==> config.mk <==
export PLATFORM = sky130hd
export DESIGN_NAME = t01_vga_scan_ctrl
export DESIGN_NICKNAME = d
export VERILOG_FILES = /design/src/rtl/t01_vga_pkg.sv /design/src/rtl/t01_vga_pixel_tick.sv /design/src/rtl/t01_vga_scan_ctrl.sv
export SDC_FILE = /design/constraint.sdc
export NUM_CORES = 1
export LEC_CHECK = 0
export BUFFER_PORTS_ARGS = -buffer_cell sky130_fd_sc_hd__buf_2
export CORE_UTILIZATION = 50
export DETAILED_ROUTE_END_ITERATION = 12
export GPL_TIMING_DRIVEN = 0
export PLACE_DENSITY = 0.73
export SLEW_MARGIN = 20
export SYNTH_ARGS = -nofsm -noshare
export SYNTH_HDL_FRONTEND = slang
export SYNTH_SLANG_ARGS = --single-unit
==> constraint.sdc <==
create_clock -name clk -period 6.6 [get_ports clk]
set_input_delay 0.33 -clock clk [delete_from_list [all_inputs] [get_ports clk]]
set_output_delay 0.33 -clock clk [all_outputs]
set_load 0.03 [all_outputs]
==> src/rtl/t01_vga_pkg.sv <==
// t01_vga_pkg
//   Shared definitions for the 640x480@60 Hz VGA scan controller.
//   - Default timing values (pixels / lines) and the derived 10-bit totals
//     and sync window bounds for the standard mode.
//   - phase_e: the four raster phases used on both axes.
//   - Colour constants for the 3-bit {R,G,B} pin bus.
//   - phase_of(): maps a counter value onto its raster phase.
package t01_vga_pkg;

   // Standard 640x480@60 Hz timing
   localparam int unsigned DEF_H_ACTIVE = 640;
   localparam int unsigned DEF_H_FRONT  = 16;
   localparam int unsigned DEF_H_SYNC   = 96;
   localparam int unsigned DEF_H_BACK   = 48;
   localparam int unsigned DEF_V_ACTIVE = 480;
   localparam int unsigned DEF_V_FRONT  = 10;
   localparam int unsigned DEF_V_SYNC   = 2;
   localparam int unsigned DEF_V_BACK   = 33;
   localparam int unsigned DEF_CLK_DIV  = 2;

   localparam logic [9:0] H_TOTAL      = 10'd800;
   localparam logic [9:0] V_TOTAL      = 10'd525;
   // Sync windows are [START, END): END is the first count after the pulse
   localparam logic [9:0] H_SYNC_START = 10'd656;
   localparam logic [9:0] H_SYNC_END   = 10'd752;
   localparam logic [9:0] V_SYNC_START = 10'd490;
   localparam logic [9:0] V_SYNC_END   = 10'd492;

   typedef enum logic [1:0] {
      ACT  = 2'd0,
      FP   = 2'd1,
      SYNC = 2'd2,
      BP   = 2'd3
   } phase_e;

   localparam logic [2:0] BLACK = 3'b000;
   localparam logic [2:0] WHITE = 3'b111;
   localparam logic [2:0] RED   = 3'b100;

   // The phase is a pure function of the count, so a corrupted phase
   // register is overwritten on the next update instead of locking up.
   function automatic phase_e phase_of(input logic [9:0] cnt,
                                       input logic [9:0] act_end,
                                       input logic [9:0] fp_end,
                                       input logic [9:0] sync_end);
      if (cnt < act_end) begin
         return ACT;
      end else if (cnt < fp_end) begin
         return FP;
      end else if (cnt < sync_end) begin
         return SYNC;
      end else begin
         return BP;
      end
   endfunction

endpackage

==> src/rtl/t01_vga_pixel_tick.sv <==
// t01_vga_pixel_tick
//   Divides the system clock down to the pixel rate. The divider counts
//   0..CLK_DIV-1 and tick is high for the clk cycle in which it sits at
//   CLK_DIV-1. With CLK_DIV=1 tick is permanently high.
// Ports:
//   clk  in   system clock
//   rst  in   asynchronous, active-high reset (divider returns to 0)
//   tick out  one-clk pixel enable
module t01_vga_pixel_tick
   import t01_vga_pkg::*;
#(
   parameter int unsigned CLK_DIV = DEF_CLK_DIV
) (
   input  logic clk,
   input  logic rst,
   output logic tick
);

   localparam int unsigned    DIV_W    = (CLK_DIV > 1) ? $clog2(CLK_DIV) : 1;
   localparam logic [DIV_W-1:0] DIV_LAST = DIV_W'(CLK_DIV - 1);

   logic [DIV_W-1:0] div_q;
   logic [DIV_W-1:0] div_d;

   always_comb begin
      tick  = (div_q == DIV_LAST);
      div_d = tick ? '0 : div_q + DIV_W'(1);
   end

   always_ff @(posedge clk or posedge rst) begin
      if (rst) begin
         div_q <= '0;
      end else begin
         div_q <= div_d;
      end
   end

endmodule

==> src/rtl/t01_vga_scan_ctrl.sv <==
// t01_vga_scan_ctrl
//   Raster scan generator and registered pixel output stage for VGA.
//   x/y drive the combinational shape renderers; their shape_color is
//   sampled on the same pixel tick and registered to the pins together
//   with the syncs, so the pins lag x/y by exactly one pixel tick.
// Ports:
//   clk          in   system clock
//   rst          in   asynchronous, active-high reset
//   shape_color  in   {R,G,B} from the renderers for the current x/y
//   x, y         out  current scan position (0..H_TOTAL-1, 0..V_TOTAL-1)
//   active       out  registered, high while the pins carry a visible pixel
//   hsync, vsync out  registered, active-low
//   rgb          out  registered {R,G,B}, forced to black while blanking
//   frame_start  out  one-clk pulse when the scan wraps to (0,0)
// Build option:
//   T01_VGA_BORDER_EN  when defined, the outermost visible rows and columns
//                      are drawn white regardless of shape_color.
module t01_vga_scan_ctrl
   import t01_vga_pkg::*;
#(
   parameter int unsigned H_ACTIVE = DEF_H_ACTIVE,
   parameter int unsigned H_FRONT  = DEF_H_FRONT,
   parameter int unsigned H_SYNC   = DEF_H_SYNC,
   parameter int unsigned H_BACK   = DEF_H_BACK,
   parameter int unsigned V_ACTIVE = DEF_V_ACTIVE,
   parameter int unsigned V_FRONT  = DEF_V_FRONT,
   parameter int unsigned V_SYNC   = DEF_V_SYNC,
   parameter int unsigned V_BACK   = DEF_V_BACK,
   parameter int unsigned CLK_DIV  = DEF_CLK_DIV
) (
   input  logic       clk,
   input  logic       rst,
   input  logic [2:0] shape_color,
   output logic [9:0] x,
   output logic [9:0] y,
   output logic       active,
   output logic       hsync,
   output logic       vsync,
   output logic [2:0] rgb,
   output logic       frame_start
);

   // Phase boundaries as 10-bit values; *_LAST is TOTAL-1, the wrap point
   localparam logic [9:0] H_ACT_END  = 10'(H_ACTIVE);
   localparam logic [9:0] H_FP_END   = 10'(H_ACTIVE + H_FRONT);
   localparam logic [9:0] H_SYNC_E   = 10'(H_ACTIVE + H_FRONT + H_SYNC);
   localparam logic [9:0] H_LAST     = 10'(H_ACTIVE + H_FRONT + H_SYNC + H_BACK - 1);
   localparam logic [9:0] V_ACT_END  = 10'(V_ACTIVE);
   localparam logic [9:0] V_FP_END   = 10'(V_ACTIVE + V_FRONT);
   localparam logic [9:0] V_SYNC_E   = 10'(V_ACTIVE + V_FRONT + V_SYNC);
   localparam logic [9:0] V_LAST     = 10'(V_ACTIVE + V_FRONT + V_SYNC + V_BACK - 1);
`ifdef T01_VGA_BORDER_EN
   localparam logic [9:0] H_ACT_LAST = 10'(H_ACTIVE - 1);
   localparam logic [9:0] V_ACT_LAST = 10'(V_ACTIVE - 1);
`endif

   logic tick;

   t01_vga_pixel_tick #(
      .CLK_DIV (CLK_DIV)
   ) u_pixel_tick (
      .clk  (clk),
      .rst  (rst),
      .tick (tick)
   );

   logic [9:0] x_q, x_d;
   logic [9:0] y_q, y_d;
   phase_e     h_phase_q, h_phase_d;
   phase_e     v_phase_q, v_phase_d;
   logic       active_q, active_d;
   logic       hsync_q, hsync_d;
   logic       vsync_q, vsync_d;
   logic [2:0] rgb_q, rgb_d;
   logic       frame_start_q, frame_start_d;

   logic       active_now;
   logic [2:0] pix_color;

   always_comb begin
      x_d           = x_q;
      y_d           = y_q;
      active_d      = active_q;
      hsync_d       = hsync_q;
      vsync_d       = vsync_q;
      rgb_d         = rgb_q;
      frame_start_d = 1'b0;

      active_now = (h_phase_q == ACT) && (v_phase_q == ACT);

`ifdef T01_VGA_BORDER_EN
      if ((x_q == 10'd0) || (x_q == H_ACT_LAST) ||
          (y_q == 10'd0) || (y_q == V_ACT_LAST)) begin
         pix_color = WHITE;
      end else begin
         pix_color = shape_color;
      end
`else
      pix_color = shape_color;
`endif

      if (tick) begin
         if (x_q == H_LAST) begin
            x_d = 10'd0;
            if (y_q == V_LAST) begin
               y_d           = 10'd0;
               frame_start_d = 1'b1;
            end else begin
               y_d = y_q + 10'd1;
            end
         end else begin
            x_d = x_q + 10'd1;
         end

         // Output stage samples the pre-increment position, giving the
         // one-tick pin latency with colour and syncs aligned.
         active_d = active_now;
         rgb_d    = active_now ? pix_color : BLACK;
         hsync_d  = (h_phase_q != SYNC);
         vsync_d  = (v_phase_q != SYNC);
      end

      // Phase tracks the next count so it always matches x_q/y_q
      h_phase_d = phase_of(x_d, H_ACT_END, H_FP_END, H_SYNC_E);
      v_phase_d = phase_of(y_d, V_ACT_END, V_FP_END, V_SYNC_E);
   end

   always_ff @(posedge clk or posedge rst) begin
      if (rst) begin
         x_q           <= 10'd0;
         y_q           <= 10'd0;
         h_phase_q     <= ACT;
         v_phase_q     <= ACT;
         active_q      <= 1'b0;
         hsync_q       <= 1'b1;
         vsync_q       <= 1'b1;
         rgb_q         <= BLACK;
         frame_start_q <= 1'b0;
      end else begin
         x_q           <= x_d;
         y_q           <= y_d;
         h_phase_q     <= h_phase_d;
         v_phase_q     <= v_phase_d;
         active_q      <= active_d;
         hsync_q       <= hsync_d;
         vsync_q       <= vsync_d;
         rgb_q         <= rgb_d;
         frame_start_q <= frame_start_d;
      end
   end

   assign x           = x_q;
   assign y           = y_q;
   assign active      = active_q;
   assign hsync       = hsync_q;
   assign vsync       = vsync_q;
   assign rgb         = rgb_q;
   assign frame_start = frame_start_q;

endmodule

Yosys cells after proc, flatten, opt, wreduce, memory -nomap -nowiden
Cells that the tools add are included.

cells by class
  muxes and demuxes = 16
  add/subtract/negate cells = 3
  order comparisons = 6
  equal/unequal tests = 4
  reductions and logical operators = 3

operators with widths
  kind                                                         count
  2-to-1 mux 10 bit                                            5
  less-than comparator 10 bit, second input constant           3
  less-than comparator 10 x 9 -> 1 bit, second input constant  3
  adder 10 x 1 -> 10 bit, second input constant                2
  == test 10 bit, second input constant                        2
  2-to-1 mux 2 bit                                             4
  2-to-1 mux 1 bit                                             6
  logical NOT 2 bit                                            2
  != test 2 bit, second input constant                         2
  2-to-1 mux 3 bit                                             1
  adder 1 bit, second input constant                           1
  logical AND 1 bit                                            1

word-level totals
  logic and storage cells = 42
  register bits after elaboration = 32
  output and inout bits = 27
  input port bits = 5

Depth between registers and ports, before layout
Gate-level depths: netlist of run 1.

  depth in word-level cells = 8
  depth in mapped cells = 8
  depth with buffers taken out = 8

Modules after synthesis
Synthesis of run 1 repeated with hierarchy kept, for this count alone.

second synthesis, totals
  cell total of the unflattened synthesis = 161
  area total of the unflattened synthesis = 1,552.7 µm²

by module, submodules not included
  module              seq. area each (µm²)  area an instance (µm²)  times used  cells each
  t01_vga_scan_ctrl   778.2                 1,520.2                 1           158
  t01_vga_pixel_tick  25.0                  32.5                    1           3

Worst setup path before layout of run 1
No wires, ideal clock.

  kind = register to register
  start = register x_q[5], in the netlist x[5]
  end = register v_phase_q[0]
  path slack = 4.269 ns
  arrival time = 2.204 ns
  cell stages (with the launch flop) = 7
  library setup time = 0.127 ns
  period minus slack after synthesis = 2.331 ns
  path buffers = 1
  cells stage by stage = dfrtp_1 or4b_4 or3_1 buf_6 o41ai_2 and3_1 o21ai_1

on the way
  word-level cells in the longest chain between the ends = 7
  elaborated cells between the ends (all ways) = 9
  classes of those cells = order compare: 3; eq/ne: 1; mux: 5

ends and longest elaborated chain
  element                               RTL line                  text
  from (decl)                           t01_vga_scan_ctrl.sv:67   logic [9:0] x_q, x_d;
  from (signal assigned)                t01_vga_scan_ctrl.sv:130  x_q <= 10'd0;
  from (signal assigned)                t01_vga_scan_ctrl.sv:140  x_q <= x_d;
  == test 10 bit (*)                    t01_vga_scan_ctrl.sv:103  if (x_q == H_LAST) begin
  2-to-1 mux 10 bit (*)                 t01_vga_scan_ctrl.sv:103
  2-to-1 mux 10 bit (*)                 t01_vga_scan_ctrl.sv:102  if (tick) begin
  via y_d[3]                            t01_vga_scan_ctrl.sv:68   logic [9:0] y_q, y_d;
  less-than comparator 10 x 9 -> 1 bit  t01_vga_pkg.sv:50         end else if (cnt < sync_end) begin
  2-to-1 mux 1 bit                      t01_vga_pkg.sv:50
  2-to-1 mux 2 bit                      t01_vga_pkg.sv:48         end else if (cnt < fp_end) begin
  2-to-1 mux 2 bit (*)                  t01_vga_pkg.sv:46         if (cnt < act_end) begin
  via v_phase_d[0]                      t01_vga_scan_ctrl.sv:70   phase_e v_phase_q, v_phase_d;
  to (signal assigned)                  t01_vga_scan_ctrl.sv:143  v_phase_q <= v_phase_d;
  to (decl)                             t01_vga_scan_ctrl.sv:70

The timed path passes the listed nets; every way through them passes the cells marked *.
A chain may end at the register's enable or synchronous reset.

Worst setup path in the final report of run 1
  start = register x_q[5], in the netlist x[5]
  end = register v_phase_q[0]

on the way
  word-level cells in the longest chain between the ends = 7
  elaborated cells between the ends (all ways) = 9
  classes of those cells = order compare: 3; eq/ne: 1; mux: 5

ends and longest elaborated chain
  element                               RTL line
  == test 10 bit (*)                    t01_vga_scan_ctrl.sv:103
  2-to-1 mux 10 bit (*)                 t01_vga_scan_ctrl.sv:103
  2-to-1 mux 10 bit (*)                 t01_vga_scan_ctrl.sv:102
  less-than comparator 10 x 9 -> 1 bit  t01_vga_pkg.sv:50
  2-to-1 mux 1 bit                      t01_vga_pkg.sv:50
  2-to-1 mux 2 bit                      t01_vga_pkg.sv:48
  2-to-1 mux 2 bit (*)                  t01_vga_pkg.sv:46
  via v_phase_d[0]                      t01_vga_scan_ctrl.sv:70

Marked as above.

==> flow_metrics.py, run 1 <==
metrics = {
    "run_status": {
        "status": "finished, final reports clean",
    },
    "place": {
        "post-dp-hpwl_um": 2776,
        "port_buffers": 31,
        "post_dp_cell_area_um2": 1884,
        "dpl_worst_slack_ps": 4204,
        "place_congestion": 0.8758,
    },
    "sta": {
        "slew_headroom_pct": 40.86,
        "rsz0062_at_grt": "no",
        "fin_crit_ps": 2478,
        "skew_ps": 11.93,
        "tns_ps": 0,
        "whs_ps": 52.52,
        "fmax_mhz": 403.5,
        "setup_viol": 0,
        "slew_viol_final": 0,
        "finalCritPeriodShare_pct": 37.55,
        "tightest_slew_ps": 879.0,
        "worst_slack_ps": 4122,
        "hold_violations": 0,
    },
    "synth": {
        "syn_nets": 186,
        "ys_ff_latch": 32,
        "synth-seq-area-share_pct": 47.98,
        "yosysUniqueCellTypes": 39,
        "synthesis.area_um2": 1674,
        "ys_warn_count": 0,
        "ys.flop_type": "dfrtp_1",
        "netlist_instances": 178,
        "avgSynthCellArea_um2": 9.405,
        "synth_edf_count": 0,
        "async_reset_ff_share_pct": 100.0,
    },
    "detailed_routing": {
        "viasPerCell": 5.644,
        "drc": 0,
        "antenna_left": 0,
        "vias": 1473,
        "drt_wl_total_um": 3730,
        "drt_iter0_markers": 80,
        "wl_per_cell_um": 14.29,
        "drtPass1Iterations": 4,
    },
    "layout": {
        "nNetsFinal": 224,
        "antenna_cells": 0,
        "nFillCells": 294,
        "area_growth_pct": 17.34,
        "final_layout_size_suffix_gt1_share_pct": 22.58,
        "final_area_um2": 1964,
        "final_util_pct": 63.31,
    },
    "power_and_ir_drop": {
        "power.leakage_nw": 0.9632,
        "p_per_area_nw_per_um2": 182.1,
        "ir_drop_mv": 0.08993,
    },
    "setup_path": {
        "arrival_ps": 2710,
        "r2r_cells": 6,
        "cp_max_fo": 6,
        "reg2reg_to": "v_phase_q[0]$_DFF_PP0_",
        "start_kind": "flip-flop",
        "critPathKind": "flip-flop to flip-flop",
        "required_ps": 6830,
        "worst_setup_path_end_kind": "flip-flop",
        "r2r_setup_slack_ps": 4120,
        "r2r_start": "x[5]$_DFF_PP0_",
    },
    "global_routing": {
        "first_global_vias": 1400,
        "antenna_found_initial": 0,
        "grt_pass1_wl_um": 6251,
        "grt_overflow": 0,
        "grt_max_degree": 33,
        "grt.total_usage_pct": 24.24,
    },
    "clock_network": {
        "ctsHtreeMaxLevel": 2,
        "numCtsBuffers": 5,
        "clk_path_buf_depth": 2,
        "cts_setup_buffers": 0,
        "cts_tree": "built",
        "clock_sinks": 32,
        "hold_buffers": 0,
        "clk_latency_ps": 350,
        "clk_pin_slew_ps": 110,
        "root_buffer": "clkbuf_4",
        "cts_resized": 0,
    },
    "floorplan": {
        "start_util_pct": 53.95,
        "core_um2": 3103,
        "die_x_um": 59.87,
        "fp.dieH_um": 59.87,
        "io-pin-count": 32,
        "die_area_um2": 3584,
        "rows": 20,
    },
    "job": {
        "cap_violations": 0,
    },
    "hold_path": {
        "hold_class": "primary input to asynchronous set/reset pin",
    },
}
[power breakdown]
group | total [mW] | internal (mW) | leakage (nW) | switching (mW)
clock network | 0.152 | 0.0789 | 0.0412 | 0.0728
logic | 0.00850 | 0.00192 | 0.508 | 0.00658
registers | 0.197 | 0.197 | 0.414 | 0.000478
total | 0.358 | 0.278 | 0.963 | 0.0799
[cell type report]
class | count | area [µm²] | area share [%]
plain buffers | 5 | 27.53 | 1.401
inverters | 18 | 67.56 | 3.439
repair buffers | 31 | 155.1 | 7.898
well taps | 44 | 55.05 | 2.803
multi-input cells | 123 | 775.7 | 39.49
flip-flops and latches | 32 | 803.3 | 40.89
clock inverters | 3 | 42.54 | 2.166
clock buffers | 5 | 37.54 | 1.911
[stage by stage]
stage | total power [mW] | cells
6_report | 0.3576 | 261
4_1_cts | 0.3585 | 261
2_1_floorplan | 0.2068 | 178
3_5_place_dp | 0.2101 | 253
5_1_grt | 0.3674 | 261
3_3_place_gp | 0.2098 | 253
[cells in the mapped netlist, types with 2 or more instances]
master / count / area [µm²]
nand2_1: 20 / 75.07
nand4_1: 6 / 37.54
clkbuf_1: 3 / 11.26
a31oi_1: 4 / 25.02
or3_1: 2 / 12.51
nor3_1: 5 / 25.02
dfstp_2: 2 / 52.55
nand3_1: 6 / 30.03
and3_1: 3 / 18.77
nor2_1: 18 / 67.56
a21oi_1: 4 / 20.02
a41oi_1: 2 / 17.52
xor2_1: 6 / 52.55
nor4_1: 3 / 18.77
ha_1: 3 / 37.54
dfrtp_1: 30 / 750.7
xnor2_1: 8 / 70.07
or4_1: 2 / 15.01
o21ai_1: 2 / 10.01
o2bb2ai_1: 3 / 26.28
o21ai_0: 10 / 50.05
o22ai_1: 2 / 12.51
inv_1: 18 / 67.56
[worst max-delay path by stage]
stage                        start                      to  slack (ps)
floorplan           x[5]$_DFF_PP0_  v_phase_q[0]$_DFF_PP0_        4270
global placement    x[5]$_DFF_PP0_  v_phase_q[0]$_DFF_PP0_        4260
detailed placement  x[5]$_DFF_PP0_  v_phase_q[0]$_DFF_PP0_        4200
CTS                 x[5]$_DFF_PP0_  v_phase_q[0]$_DFF_PP0_        4180
global route        x[5]$_DFF_PP0_  v_phase_q[0]$_DFF_PP0_        3970
finish              x[5]$_DFF_PP0_  v_phase_q[0]$_DFF_PP0_        4120
[registers in the layout, summed over array words and instances, names as in the netlist]
signal	count
y	10
vsync	1
x	10
rgb	3
active	1
hsync	1
frame_start	1
h_phase_q	2
u_pixel_tick.tick	1
v_phase_q	2
[worst max-delay path: stages, from the launching register on]
cell and delay, ps:
dfrtp_1 440, or4b_4 590, nor4_1 750, o21ai_0 210, o21ai_0 130, and3_1 180, o21ai_1 60
[placed cells by master (no fill, tap or decap), types with 2 or more instances in the layout]
cell and instances:
dfstp_2 2, nor4_1 3, o22ai_1 2, and3_1 3, buf_2 32, o21ai_0 10
dfrtp_1 30, or4_1 2, a31oi_1 4, clkbuf_4 5, xnor2_1 8, a21oi_1 4
ha_1 3, o21ai_1 2, nor2_1 18, xor2_1 6, nand4_1 6, inv_1 17
nand3_1 6, clkbuf_1 3, o2bb2ai_1 3, nand2_1 20, or3_1 2, a41oi_1 2
nor3_1 5
[metal layers]
| metal | vias up | routed length [µm] | track usage [%] |
|---|---|---|---|
| met4 | 0 | 93 | 12.96 |
| met1 | 693 | 1616 | 29.97 |
| li1 | 703 | - | - |
| met3 | 12 | 234 | 4.545 |
| met5 | - | 0 | 0 |
| met2 | 65 | 1786 | 40.00 |
[logic make-up (layout without fill, tap and decap cells)]
group | Yosys count | count (layout) | synth area share (%)
AOI/OAI and AO/OA | 32 | 32 | 12.86
muxes | 1 | 1 | 0.5979
DFF | 32 | 32 | 47.98
and+or+nand+nor | 73 | 73 | 23.32
buffers and inverters | 23 | 62 | 5.679
xor gates and xnor gates | 14 | 14 | 7.325
adders and majority gates | 3 | 3 | 2.242
Power figures use the tool's default switching activity.
==> run 2, diff against run 1 <==
- clock period: 6.6 -> 2.5 ns (I/O delays scaled with it)
==> run 2 against run 1 <==
  * Total power increased to 2.7 times the previous value
  * Sequential share of layout area fell by 1.4 points
  * Final cell count is 1.9% higher
  * Fmax up 3.5%
  * Utilization increased by 2.3 points
  * Count of clock-buffer cells in the layout did not move
  * Via count is 1.6% higher
  * Wire length increased by 5.3%
  * Largest cell class unchanged
  * Largest power group unchanged
  * Highest routed layer unchanged
==> flow_metrics.py, run 2 (synthesis results as in run 1) <==
metrics = {
    "setup_path": {
        "arrival_ps": 2620,
        "required_ps": 2730,
        "r2r_setup_slack_ps": 110,
        "critPathKind": "flip-flop to flip-flop",
        "cp_max_fo": 7,
        "worst_setup_path_end_kind": "flip-flop",
        "start_kind": "flip-flop",
    },
    "detailed_routing": {
        "drc": 0,
        "vias": 1497,
        "drt_wl_total_um": 3928,
        "wl_per_cell_um": 14.77,
        "viasPerCell": 5.628,
        "antenna_left": 0,
        "drtPass1Iterations": 4,
        "drt_iter0_markers": 72,
    },
    "clock_network": {
        "cts_tree": "built",
        "clock_sinks": 32,
        "root_buffer": "clkbuf_4",
        "clk_latency_ps": 350,
        "clk_pin_slew_ps": 110,
        "ctsHtreeMaxLevel": 2,
        "numCtsBuffers": 5,
        "clk_path_buf_depth": 2,
    },
    "floorplan": {
        "rows": 20,
        "start_util_pct": 53.95,
        "die_x_um": 59.87,
        "core_um2": 3103,
        "io-pin-count": 32,
        "fp.dieH_um": 59.87,
        "die_area_um2": 3584,
    },
    "global_routing": {
        "grt_overflow": 0,
        "antenna_found_initial": 0,
        "grt_pass1_wl_um": 6306,
        "grt.total_usage_pct": 24.47,
        "first_global_vias": 1430,
        "grt_max_degree": 33,
    },
    "place": {
        "post_dp_cell_area_um2": 1884,
        "place_congestion": 0.8758,
        "post-dp-hpwl_um": 2776,
        "port_buffers": 31,
    },
    "layout": {
        "nNetsFinal": 229,
        "nFillCells": 282,
        "final_layout_size_suffix_gt1_share_pct": 23.42,
        "final_area_um2": 2036,
        "most-common-layout-cells": "buf_2 (32), dfrtp_1 (30), nand2_1 (20), nor2_1 (18), inv_1 (17)",
        "layout_commonest_cell": "buf_2",
        "antenna_cells": 0,
        "area_growth_pct": 21.60,
    },
    "sta": {
        "tightest_slew_ps": 643.3,
        "setup_viol": 0,
        "fmax_mhz": 417.7,
        "slew_headroom_pct": 57.05,
        "tns_ps": 0,
        "slew_viol_final": 0,
        "fin_crit_ps": 2394,
        "hold_violations": 0,
        "finalCritPeriodShare_pct": 95.76,
        "skew_ps": 12.12,
    },
    "hold_path": {
        "hold_class": "primary input to flip-flop",
    },
    "job": {
        "cap_violations": 0,
    },
    "run_status": {
        "status": "finished, final reports clean",
    },
    "power_and_ir_drop": {
        "ir_drop_mv": 0.2372,
        "p_per_area_nw_per_um2": 465.7,
        "power.leakage_nw": 1.017,
    },
}
## run 2: cell types whose count changed in the layout (fill, tap and decap cells not counted)
cell and delta:
o41ai_4 +1, o31ai_4 +1, buf_4 +2, nor4_2 +1
o41ai_2 -1, dlygate4sd3_1 +3, nor4_1 -1, o31ai_2 -1
## run 2: worst max-delay path, cell delays in order (launching register included)
cell and delay [ps]:
dfrtp_1 440, or4b_4 600, or3_1 380, buf_6 160
o31ai_4 280, o41ai_4 140, a31oi_1 180, o21ai_1 90
## run 2: metal layers
metal	up-vias	track usage [%]	part of all wire [%]
met4	0	13.29	1.7
met5	-	0	0
met1	714	29.83	43
met2	63	40.79	49
met3	10	4.545	6.0
li1	710	-	-
## run 2: final cells by class
type	count	area, µm²	area share (%)
multi-input cells	123	802.0	39.40
plain buffers	5	27.53	1.352
clock inverters	3	42.54	2.090
clock buffers	5	37.54	1.844
repair buffers	36	200.2	9.834
flip-flops and latches	32	803.3	39.46
well taps	44	55.05	2.704
inverters	18	67.56	3.319
## run 2: final timing paths
path                                                to                   start  cells after the start
setup / recovery                v_phase_q[1]$_DFF_PP0_          x[5]$_DFF_PP0_                      7
hold / removal                      rgb[0]$_DFFE_PP0P_          shape_color[0]                      3
setup reg to reg                v_phase_q[1]$_DFF_PP0_          x[5]$_DFF_PP0_                      7
hold reg to reg                      hsync$_DFFE_PP1P_  h_phase_q[1]$_DFF_PP0_                      1
max in group asynchronous  u_pixel_tick.tick$_DFF_PP0_                     rst                      3
min in group asynchronous             x[3]$_DFFE_PP0P_                     rst                      3
## run 2: through the flow
step	power (mW)	hold slack, ps	setup slack (ps)	instances	util [%]
floorplan	0.5458	239.7	168.8	178	-
global placement	0.5538	355.6	160.1	253	60.73
detailed placement	0.5546	254.8	103.6	253	60.73
CTS	0.9499	9.245	80.07	264	64.27
global route	0.9738	25.81	-2.382	266	65.60
finish	0.9480	12.07	106.1	266	65.60
## run 2: what timing repair did
item / in CTS / in global routing
hold buffers: 3 / 0
setup endpoints to repair: 0 / 3
resized for setup: 0 / 3
buffers inserted: 0 / 2
endpoints found under the hold margin: 32 / 0
## run 2: power breakdown
group / switching [mW] / internal (mW)
Sequential: 0.00128 / 0.520
Clock: 0.192 / 0.208
Combinational: 0.0180 / 0.00812
Total: 0.212 / 0.736
==> run 3, diff against run 2 <==
- RECOVER_POWER: unset -> 25
==> run 3 against run 2 <==
  * Worst hold slack better by 0.89 ps
  * Utilization unchanged
  * Die area unchanged
  * Non-clock buffer count unchanged
  * Sequential share of layout area unchanged
  * Clock skew about the same
  * Global-route usage unchanged
  * Combinational power down 2%
  * Final cell count unchanged
  * Fmax up 0.17%
  * Via count down 0.13%
  * Wire length down 0.20%
  * Largest cell class unchanged
==> flow_metrics.py, run 3 (synthesis results as in run 1) <==
metrics = {
    "clock_network": {
        "root_buffer": "clkbuf_4",
        "ctsHtreeMaxLevel": 2,
        "clk_path_buf_depth": 2,
        "numCtsBuffers": 5,
        "clock_sinks": 32,
        "cts_tree": "built",
        "clk_pin_slew_ps": 110,
        "clk_latency_ps": 350,
    },
    "place": {
        "post_dp_cell_area_um2": 1884,
        "dpl_worst_slack_ps": 103.6,
        "place_congestion": 0.8758,
        "post-dp-hpwl_um": 2776,
        "port_buffers": 31,
    },
    "global_routing": {
        "antenna_found_initial": 0,
        "grt_max_degree": 33,
        "first_global_vias": 1430,
        "grt_overflow": 0,
        "grt.total_usage_pct": 24.47,
        "grt_pass1_wl_um": 6306,
    },
    "layout": {
        "multi_input_area_um2": 802.0,
        "area_growth_pct": 21.60,
        "ff_latch_area_um2": 803.3,
        "final_util_pct": 65.60,
        "final_layout_size_suffix_gt1_share_pct": 22.97,
        "most-common-layout-cells": "buf_2 (32), dfrtp_1 (30), nand2_1 (20), inv_1 (18), nor2_1 (18)",
        "antenna_cells": 0,
        "layout_commonest_cell": "buf_2",
        "nNetsFinal": 229,
        "final_area_um2": 2036,
        "nFillCells": 282,
    },
    "sta": {
        "worst_slack_ps": 110.2,
        "tightest_slew_ps": 1158,
        "fin_crit_ps": 2390,
        "whs_ps": 12.97,
        "tns_ps": 0,
        "fmax_mhz": 418.4,
        "finalCritPeriodShare_pct": 95.59,
        "skew_ps": 11.77,
        "hold_violations": 0,
        "slew_viol_final": 0,
        "slew_headroom_pct": 22.74,
        "setup_viol": 0,
    },
    "detailed_routing": {
        "vias": 1495,
        "drc": 0,
        "drt_wl_total_um": 3920,
        "viasPerCell": 5.620,
        "wl_per_cell_um": 14.74,
        "drtPass1Iterations": 4,
        "drt_iter0_markers": 72,
        "antenna_left": 0,
    },
    "hold_path": {
        "min_to": "rgb[0]$_DFFE_PP0P_",
        "hold_path_depth": 3,
        "hold_start": "shape_color[0]",
        "hold_class": "primary input to flip-flop",
    },
    "floorplan": {
        "core_um2": 3103,
        "die_area_um2": 3584,
        "rows": 20,
        "die_x_um": 59.87,
        "io-pin-count": 32,
        "fp.dieH_um": 59.87,
        "start_util_pct": 53.95,
    },
    "setup_path": {
        "arrival_ps": 2660,
        "cp_max_fo": 7,
        "critPathKind": "flip-flop to flip-flop",
        "required_ps": 2770,
        "reg2reg_to": "v_phase_q[1]$_DFF_PP0_",
        "r2r_setup_slack_ps": 110,
        "r2r_start": "x[5]$_DFF_PP0_",
        "start_kind": "flip-flop",
        "r2r_cells": 7,
        "worst_setup_path_end_kind": "flip-flop",
    },
    "power_and_ir_drop": {
        "power.leakage_nw": 1.018,
        "p_per_area_nw_per_um2": 465.6,
        "ir_drop_mv": 0.2370,
    },
    "run_status": {
        "status": "finished, final reports clean",
    },
    "job": {
        "cap_violations": 0,
    },
}
==> run 3: changes by cell type in the layout (fill, tap and decap cells not counted) <==
cell | previous run | this run
inv_2 | 1 | 0
inv_1 | 17 | 18
==> run 3: how the worst max path moves through the flow <==
stage / startpoint / to / cells after the start
after CTS: x[5]$_DFF_PP0_ / v_phase_q[0]$_DFF_PP0_ / 6
after global placement: x[5]$_DFF_PP0_ / v_phase_q[0]$_DFF_PP0_ / 6
final: x[5]$_DFF_PP0_ / v_phase_q[1]$_DFF_PP0_ / 7
after global routing: x[5]$_DFF_PP0_ / v_phase_q[1]$_DFF_PP0_ / 7
after detailed placement: x[5]$_DFF_PP0_ / v_phase_q[0]$_DFF_PP0_ / 6
after floorplan: x[5]$_DFF_PP0_ / v_phase_q[0]$_DFF_PP0_ / 6
==> run 3: worst max-delay path: stages, from the launching register on <==
cell and delay [ps]:
dfrtp_1 440, or4b_4 600, or4_1 530, buf_2 190, nor4_4 160, xor2_1 190
nand2b_1 100, o21ai_1 100
==> run 3: what timing repair did <==
action	4_1_cts	5_1_grt
hold buffers	3	0
gates resized for setup	0	3
buffers inserted	0	2
hold endpoints to repair	32	0
setup endpoints to repair	0	3
==> run 3: area by class of cell <==
cell class                      instances  area share (%)
Buffer                                  5           1.352
Inverter                               18           3.319
Multi-Input combinational cell        123           39.40
Timing Repair Buffer                   36           9.834
Clock buffer                            5           1.844
Sequential cell                        32           39.46
Clock inverter                          3           2.090
Tap cell                               44           2.704
==> run 3: power by group <==
group          total [mW]  leakage (nW)  internal [mW]  switching (mW)
sequential          0.521         0.414          0.520         0.00127
combinational      0.0258         0.563        0.00803          0.0178
clock               0.401        0.0412          0.208           0.192
==> run 3: metal layers <==
metal,global-route usage [%],wire (µm)
met5,0,0
met4,13.29,73
met1,29.83,1729
met2,40.79,1908
met3,4.545,207
==> run 3: metrics by stage <==
stage	power, mW	instances
2_1_floorplan	0.5458	178
3_3_place_gp	0.5538	253
3_5_place_dp	0.5546	253
4_1_cts	0.9499	264
5_1_grt	0.9736	266
6_report	0.9478	266
